<file path="config.mk">
export PLATFORM = sky130hd
export DESIGN_NAME = fir_ctrl_mc
export DESIGN_NICKNAME = d
export VERILOG_FILES = /design/src/rtl/fir_ctrl_pkg.sv /design/src/rtl/fir_ctrl_ch_sel.sv /design/src/rtl/fir_ctrl_mc.sv
export SDC_FILE = /design/constraint.sdc
export NUM_CORES = 1
export LEC_CHECK = 0
export BUFFER_PORTS_ARGS = -buffer_cell sky130_fd_sc_hd__buf_2
export CORE_ASPECT_RATIO = 1.75
export CORE_MARGIN = 4
export CORE_UTILIZATION = 49
export DETAILED_ROUTE_END_ITERATION = 7
export GPL_ROUTABILITY_DRIVEN = 0
export HOLD_SLACK_MARGIN = 0.02
export PLACE_DENSITY = 0.77
export SLEW_MARGIN = 10
export SYNTH_ARGS = -nofsm -noshare
export SYNTH_HDL_FRONTEND = slang
export SYNTH_SLANG_ARGS = --single-unit
</file>
<file path="constraint.sdc">
create_clock -name clk -period 2.3 [get_ports clk]
set_input_delay 0.345 -clock clk [delete_from_list [all_inputs] [get_ports clk]]
set_output_delay 0.345 -clock clk [all_outputs]
set_load 0.05 [all_outputs]
</file>
<file path="src/rtl/fir_ctrl_pkg.sv">
// Shared types and helpers for the multi-channel FIR controller.
// Widths here follow the default parameters of fir_ctrl_mc; override both together.
package fir_ctrl_pkg;

   localparam int DEF_MAX_TAPS    = 64;
   localparam int DEF_MAX_SAMPLES = 1024;
   localparam int DEF_N_CH        = 2;
   localparam int CFG_TAP_W       = $clog2(DEF_MAX_TAPS + 1);
   localparam int CFG_SMP_W       = $clog2(DEF_MAX_SAMPLES + 1);
   localparam int CFG_CH_W        = (DEF_N_CH > 1) ? $clog2(DEF_N_CH) : 1;

   typedef enum logic [2:0] {
      IDLE  = 3'd0,
      INIT  = 3'd1,
      LOAD  = 3'd2,
      MAC   = 3'd3,
      STORE = 3'd4,
      NEXT  = 3'd5,
      FIN   = 3'd6
   } state_t;

   typedef struct packed {
      logic [CFG_TAP_W-1:0] taps;
      logic [CFG_SMP_W-1:0] samples;
      logic [DEF_N_CH-1:0]  ch_mask;
   } cfg_t;

   function automatic logic cfg_legal(cfg_t c, int max_taps, int max_samples);
      return (c.taps != '0) && (int'(c.taps) <= max_taps) &&
             (c.samples != '0) && (int'(c.samples) <= max_samples) &&
             (c.ch_mask != '0);
   endfunction

   function automatic logic [CFG_CH_W-1:0] first_set(logic [DEF_N_CH-1:0] mask);
      logic [CFG_CH_W-1:0] r;
      r = '0;
      for (int i = DEF_N_CH - 1; i >= 0; i--) begin
         if (mask[i]) r = CFG_CH_W'(i);
      end
      return r;
   endfunction

endpackage

</file>
<file path="src/rtl/fir_ctrl_ch_sel.sv">
// Next enabled channel above ch_idx; last_ch flags that no higher mask bit is set.
module fir_ctrl_ch_sel #(
   parameter int N_CH = 2,
   parameter int CH_W = 1
) (
   input  logic [N_CH-1:0] mask,
   input  logic [CH_W-1:0] ch_idx,
   output logic [CH_W-1:0] next_ch,
   output logic            last_ch
);

   // Scan downward so the lowest qualifying bit is the one left standing.
   always_comb begin
      next_ch = '0;
      last_ch = 1'b1;
      for (int i = N_CH - 1; i >= 0; i--) begin
         if (mask[i] && (i > int'(ch_idx))) begin
            next_ch = CH_W'(i);
            last_ch = 1'b0;
         end
      end
   end

endmodule

</file>
<file path="src/rtl/fir_ctrl_mc.sv">
// Multi-channel FIR sequencing controller: taps x channels x samples per run.
// Optional FIR_CTRL_PERF_EN adds an output stall-cycle counter on stall_cnt.
//
// state | meaning
// IDLE  | waiting for start, config checked here
// INIT  | load coefficients, clear shift regs and accumulator
// LOAD  | push one sample into channel ch_idx
// MAC   | accumulate taps 0..T-1
// STORE | hold out_valid until out_ready
// NEXT  | clear accumulator, step channel and/or sample
// FIN   | done pulse, back to IDLE
module fir_ctrl_mc
   import fir_ctrl_pkg::*;
#(
   parameter int MAX_TAPS    = DEF_MAX_TAPS,
   parameter int MAX_SAMPLES = DEF_MAX_SAMPLES,
   parameter int N_CH        = DEF_N_CH
) (
   input  logic                              clk,
   input  logic                              rst,
   input  logic                              start,
   input  logic                              abort,
   input  logic [$clog2(MAX_TAPS+1)-1:0]     cfg_taps,
   input  logic [$clog2(MAX_SAMPLES+1)-1:0]  cfg_samples,
   input  logic [N_CH-1:0]                   cfg_ch_mask,
   output logic                              busy,
   output logic                              done,
   output logic                              aborted,
   output logic                              cfg_err,
   output logic                              mux_sel,
   output logic                              coef_load,
   output logic                              shift_clr,
   output logic                              shift_en,
   output logic [$clog2(MAX_TAPS+1)-1:0]     tap_idx,
   output logic [$clog2(MAX_SAMPLES+1)-1:0]  smp_idx,
   output logic [((N_CH > 1) ? $clog2(N_CH) : 1)-1:0] ch_idx,
   output logic                              acc_clr,
   output logic                              acc_en,
   output logic                              out_valid,
   input  logic                              out_ready,
   output logic                              sample_adv,
   output logic [15:0]                       stall_cnt
);

   localparam int TAP_W = $clog2(MAX_TAPS + 1);
   localparam int SMP_W = $clog2(MAX_SAMPLES + 1);
   localparam int CH_W  = (N_CH > 1) ? $clog2(N_CH) : 1;

   state_t          state;
   cfg_t            cfg;
   cfg_t            cfg_in;
   logic [CH_W-1:0] next_ch;
   logic            last_ch;
   logic            tap_last;
   logic            smp_last;

   assign cfg_in   = '{taps: cfg_taps, samples: cfg_samples, ch_mask: cfg_ch_mask};
   assign tap_last = (tap_idx == (cfg.taps - TAP_W'(1)));
   assign smp_last = (smp_idx == (cfg.samples - SMP_W'(1)));
   assign mux_sel  = busy;

   fir_ctrl_ch_sel #(
      .N_CH (N_CH),
      .CH_W (CH_W)
   ) u_ch_sel (
      .mask    (cfg.ch_mask),
      .ch_idx  (ch_idx),
      .next_ch (next_ch),
      .last_ch (last_ch)
   );

   // Outputs are registered alongside the state so they line up with it.
   always_ff @(posedge clk) begin
      if (rst) begin
         state      <= IDLE;
         cfg        <= '0;
         busy       <= 1'b0;
         done       <= 1'b0;
         aborted    <= 1'b0;
         cfg_err    <= 1'b0;
         coef_load  <= 1'b0;
         shift_clr  <= 1'b0;
         shift_en   <= 1'b0;
         tap_idx    <= '0;
         smp_idx    <= '0;
         ch_idx     <= '0;
         acc_clr    <= 1'b0;
         acc_en     <= 1'b0;
         out_valid  <= 1'b0;
         sample_adv <= 1'b0;
      end else begin
         done       <= 1'b0;
         aborted    <= 1'b0;
         cfg_err    <= 1'b0;
         coef_load  <= 1'b0;
         shift_clr  <= 1'b0;
         shift_en   <= 1'b0;
         acc_clr    <= 1'b0;
         acc_en     <= 1'b0;
         sample_adv <= 1'b0;
         if (abort && busy) begin
            // Abort wins over a same-cycle handshake; that result is dropped.
            state     <= IDLE;
            busy      <= 1'b0;
            out_valid <= 1'b0;
            aborted   <= 1'b1;
         end else begin
            case (state)
               IDLE: begin
                  if (start) begin
                     if (cfg_legal(cfg_in, MAX_TAPS, MAX_SAMPLES)) begin
                        cfg       <= cfg_in;
                        state     <= INIT;
                        busy      <= 1'b1;
                        coef_load <= 1'b1;
                        shift_clr <= 1'b1;
                        acc_clr   <= 1'b1;
                        tap_idx   <= '0;
                        smp_idx   <= '0;
                        ch_idx    <= first_set(cfg_ch_mask);
                     end else begin
                        cfg_err <= 1'b1;
                     end
                  end
               end
               INIT: begin
                  state    <= LOAD;
                  shift_en <= 1'b1;
                  tap_idx  <= '0;
               end
               LOAD: begin
                  state   <= MAC;
                  acc_en  <= 1'b1;
                  tap_idx <= '0;
               end
               MAC: begin
                  if (tap_last) begin
                     state     <= STORE;
                     out_valid <= 1'b1;
                  end else begin
                     acc_en  <= 1'b1;
                     tap_idx <= tap_idx + TAP_W'(1);
                  end
               end
               STORE: begin
                  if (out_ready) begin
                     state      <= NEXT;
                     out_valid  <= 1'b0;
                     acc_clr    <= 1'b1;
                     sample_adv <= last_ch;
                  end
               end
               NEXT: begin
                  if (!last_ch) begin
                     ch_idx   <= next_ch;
                     state    <= LOAD;
                     shift_en <= 1'b1;
                     tap_idx  <= '0;
                  end else begin
                     ch_idx <= first_set(cfg.ch_mask);
                     if (smp_last) begin
                        state <= FIN;
                        busy  <= 1'b0;
                        done  <= 1'b1;
                     end else begin
                        smp_idx  <= smp_idx + SMP_W'(1);
                        state    <= LOAD;
                        shift_en <= 1'b1;
                        tap_idx  <= '0;
                     end
                  end
               end
               FIN: begin
                  state <= IDLE;
               end
               default: begin
                  state <= IDLE;
                  busy  <= 1'b0;
               end
            endcase
         end
      end
   end

`ifdef FIR_CTRL_PERF_EN
   logic [15:0] stall_q;

   always_ff @(posedge clk) begin
      if (rst) begin
         stall_q <= '0;
      end else if (state == INIT) begin
         stall_q <= '0;
      end else if (out_valid && !out_ready && (stall_q != 16'hFFFF)) begin
         stall_q <= stall_q + 16'd1;
      end
   end

   assign stall_cnt = stall_q;
`else
   assign stall_cnt = '0;
`endif

endmodule
</file>
After elaboration in Yosys (flattened, before gate mapping)
Index checks and enable logic that the tools add are counted. Widths: inputs -> output; s select.

Register bits after elaboration: 52. Output and inout bits: 47.

Add/subtract/negate cells: 4. Order comparisons: 3. Equality and inequality tests: 17. Multiplexer cells: 47. Bitwise gates (word level): 7. Reductions and logical operators: 27.

Operator list (number): $mux 11 (4); $mux 7 (5); $pmux 7 s4 (1); $mux 1 (23); $pmux 11 s2 (1); $mux 3 (6); $pmux 3 s6 (1); $ne 2x2->1 const B (8); $reduce_and 4->1 (3); $reduce_and 6->1 (2); $reduce_or 4->1 (3); $add 11x1->11 const B (1); $eq 11x11->1 (1); $le 11x11->1 const B (1); $reduce_bool 11->1 (1); $sub 11x1->11 const B (1); $pmux 1 s2 (5); $eq 3x3->1 const B (3); $add 7x1->7 const B (1); $eq 7x7->1 (1); $le 7x7->1 const B (1); $not 1->1 (7); $reduce_bool 7->1 (1); $sub 7x1->7 const B (1); 14 further kinds (23).

Longest topological paths before layout
Word-level depth: 8. Depth in mapped cells: 11. Mapped depth without buffers: 10.

By module
From an unflattened synthesis, not the netlist that was laid out.

Cell total of the unflattened synthesis: 367. Area, all modules: 3135.5 µm².

Modules (own cells, without submodules): fir_ctrl_mc (instances 1, cells an instance 365, area each 3123.0 µm², sequential area each 1041.0 µm²); fir_ctrl_ch_sel (instances 1, cells an instance 2, area each 12.5 µm², sequential area each 0.0 µm²).

Worst setup path before layout
Ideal clock, no wire load.

Kind: register to register. Start point: register smp_idx[2]. End point: register tap_idx[5]. Setup time: 0.121 ns. Data arrival time: 2.606 ns. Data required time: 2.179 ns. Setup slack: -0.427 ns. Stages on the path, launching flop included: 10. Buffers on the path: 1. Path through: dfxtp_1 -> xor3_1 -> nor3_1 -> nand4b_1 -> a221oi_1 -> and4_1 -> buf_2 -> o21ai_4 -> nand4_1 -> mux2_2.

Word-level cells in the longest chain between the ends: 3.

Ends and longest elaborated chain: from (decl) (RTL line fir_ctrl_mc.sv:35) `output logic [$clog2(MAX_SAMPLES+1)-1:0] smp_idx,`; from (signal assigned) (RTL line fir_ctrl_mc.sv:166) `smp_idx <= smp_idx + SMP_W'(1);`; $eq 11x11->1 (RTL line fir_ctrl_mc.sv:59) `assign smp_last = (smp_idx == (cfg.samples - SMP_W'(1)));`; $ne 3x3->1 (no line); $reduce_and 6->1 (no line); to (signal assigned) (RTL line fir_ctrl_mc.sv:142) `tap_idx <= tap_idx + TAP_W'(1);`; to (decl) (RTL line fir_ctrl_mc.sv:34) `output logic [$clog2(MAX_TAPS+1)-1:0] tap_idx,`.

No other way between the ends. A chain may end at the register's enable or synchronous reset.

Worst setup path in the final report
Start point: register cfg[3] (netlist name). End point: register tap_idx[6].

Word-level cells in the longest chain between the ends: 4.

Ends and longest elaborated chain: from (decl) (RTL line fir_ctrl_mc.sv:50) `cfg_t cfg;`; from (signal assigned) (RTL line fir_ctrl_mc.sv:112) `cfg <= cfg_in;`; $sub 11x1->11 (RTL line fir_ctrl_mc.sv:59); $eq 11x11->1 (RTL line fir_ctrl_mc.sv:59); $ne 3x3->1 (no line); $reduce_and 6->1 (no line).

No other way between the ends.

==> out/metrics.csv <==
metric;value;unit
GRT busiest layer;met2;
Max clock buf depth;2;
Syn Area/Cell;8.56;sq um
DRC;0;
total number of vias;3162;
type of the tightest min-delay check;input pin to register;
CTS Sinks;52;
initial antenna violation count;0;
leak pwr;0.00191;uW
clk root buf;clkbuf_8;
Tmin final;2520;ps
vias per cell;5.59;
DP HPWL;6.59;mm
Die Span Y;113;um
Critical Path Fanout Max;5;
GR Util met1;0.231;
post-route antenna net violation count;0;
Area contributors post-synth;dfxtp_1, nor2_1, mux2i_1;
num rows;38;
CTS tree;done;
met2 Track Usage GR;0.435;
IO Count;72;
first-pass GRT wire length;13.9;mm
Placed Area;0.00396;sq mm
Slew Limit Fails;0;
DR iter-0 viols;165;
post-synthesis sequential area ratio;0.336;
Core ar.;0.00618;sq mm
post-route setup TNS;-1680;ps
reg2reg start;cfg[3]$_SDFFE_PP0P_;
share of layout cells above drive strength 1;0.434;
final cycle utilization of the critical path;1.10;
Slew @ Worst Pin;555;ps
crit end category;register;
Starting Density;0.502;
IO buf count;55;
Max-Cap Viols;0;
Diodes inserted;0;
Die ar.;0.00771;sq mm
Final WS setup;-224;ps
CTS buffer count;5;
Total GRT Usage;0.234;
CTS H-tree lvls;2;
RSZ-0062 raised after global routing;true;
Hold Path Origin;cfg_samples[6];
status;complete, but fails checks;
met3 Resource Use GR;0.0308;
Power Dens Cells;460;mW/mm^2
largest net degree at the start of global routing;30;
Post-synth top flop;dfxtp_1;
startpoint types;register;
Synth Warn #;0;
# hold bufs at CTS;0;
fmax;396;MHz
Post-synth EDFFs;0;
critical path type;register to register;
Pwr Total;2010;uW
grt total ovfl;0;
VDD IR-drop max;0.427;mV
Post-Route WL;8.96;mm
drt first pass iters;4;
nets;514;
crit path from;cfg[3]$_SDFFE_PP0P_;
crit path DAT;2730;ps
synthesized instance count;362;
cell area after synthesis;0.00310;sq mm
vias in the first global route;3132;
cell taking the most area after synthesis;dfxtp_1;
final-report hold violation count;0;
WL/cell;15.8;um
die extent in x;68.1;um
worst relative slew slack;0.630;
Setup WS pre-CTS;-385;ps
CP required;2500;ps
Fillers;456;
clock-pin slew on the worst setup and hold paths;90;ps
worst hold margin;290;ps
failing checks;setup timing;
Setup violations, final;17;
post-synthesis cell type count;67;
top cell type's share of synthesized area;0.336;
Synth async-reset ratio;0;
Yosys reg bits;52;
clk_skew;3.09;ps
Area Growth Syn to Fin;40.8;%
clk_lat worst skew;310;ps
Final Cell Area;0.00437;sq mm
[cell usage after synthesis, drive strengths merged, types with 2 or more instances]
library cell / number
a211oi: 3
a31o: 2
nand3b: 3
or3: 5
o31ai: 3
nor3: 22
o21ai: 9
a221oi: 3
o211a: 2
and4: 7
ha: 4
dfxtp: 52
mux2: 3
nand3: 9
o21ba: 2
clkbuf: 10
nor2: 51
o21a: 3
nand2: 16
xnor2: 18
buf: 23
nand4: 4
xor2: 6
a21oi: 20
nor2b: 5
o211ai: 2
nor4: 5
and3: 8
or4: 3
mux2i: 19
inv: 9
a21bo: 3
or2: 2
nor3b: 2
nand2b: 4
[layout by cell type, fill, tap and decap left out, types with 3 or more instances in the layout]
cell type  instances
a21bo_2            3
a21oi_1           18
a221oi_2           3
and3_1             8
and4_1             6
buf_2             54
buf_4             71
buf_6              6
clkbuf_8           6
conb_1            16
dfxtp_1           42
dfxtp_2            7
dfxtp_4            3
inv_1              5
inv_2              4
mux2i_1           17
nand2_1           15
nand2b_1           4
nand3_1            9
nand3b_1           3
nand4_1            4
nor2_1            50
nor2b_1            4
nor3_1            11
nor3_2            10
nor4_4             3
o21a_1             3
o21ai_0            7
or3_1              3
or4_4              3
xnor2_1           16
xor2_1             6
[area by class of cell]
type | instances | area [sq um] | share of cell area
Clock buffer | 8 | 90.1 | 0.0206
Inverter | 9 | 33.8 | 0.00774
Multi-Input combinational cell | 283 | 2140 | 0.490
Sequential cell | 52 | 1060 | 0.243
Tap cell | 80 | 100 | 0.0229
Timing Repair Buffer | 134 | 941 | 0.215
[through the flow]
stage                      util  std cells
after floorplan               -        377
after global placement    0.640        549
after detailed placement  0.640        549
after CTS                 0.684        560
after global routing      0.706        566
final                     0.706        566
[path summary, 6_finish.rpt]
check / to / slack (ps) / cells past startpoint
max: tap_idx[6]$_SDFFE_PP0P_ / -220 / 11
min: cfg[8]$_SDFFE_PP0P_ / 290 / 3
max reg2reg: tap_idx[6]$_SDFFE_PP0P_ / -220 / 11
min reg2reg: cfg[0]$_SDFFE_PP0P_ / 510 / 2
[flip-flops by register name, summed over array words and instances, names as in the netlist]
name        flops
cfg            20
done            1
tap_idx         7
state           3
busy            1
acc_clr         1
cfg_err         1
smp_idx        11
shift_clr       1
out_valid       1
sample_adv      1
shift_en        1
ch_idx          1
aborted         1
acc_en          1
[repair_timing]
action,CTS,global route
endpoints found under the setup margin,21,36
gates cloned,0,2
pin swaps,18,10
setup buffers,3,4
gates resized for setup,35,12
[logic make-up after synthesis]
logic type      count (synthesis)  share of synthesized area
compound gates                 65                      0.162
xor+xnor                       26                     0.0827
fa+ha+maj                       4                     0.0161
buf+inv                        42                     0.0775
flops                          52                      0.336
mux                            22                     0.0722
other cells                     1                    0.00121
simple gates                  150                      0.252
[metal layers]
metal | part of all wire | vias to the layer above
met1 | 0.34 | 1500
li1 | - | 1507
met2 | 0.55 | 119
met3 | 0.052 | 36
met4 | 0.058 | 0
met5 | 0 | -
[power breakdown]
| part | internal [uW] | switching (uW) | leakage [uW] |
|---|---|---|---|
| clock network | 246 | 295 | 0.0000455 |
| registers | 918 | 21.9 | 0.000426 |
| logic | 225 | 302 | 0.00144 |
[critical path, stage by stage, from the launching register on]
cell and delay, ps:
dfxtp_2 380, inv_2 60, ha_4 160, buf_6 110, xor3_1 210, nor3_2 180
nand4b_1 180, a221oi_2 260, and4_4 320, o21ai_4 80, nand4_1 150, mux2_4 320
Power figures use the tool's default switching activity.
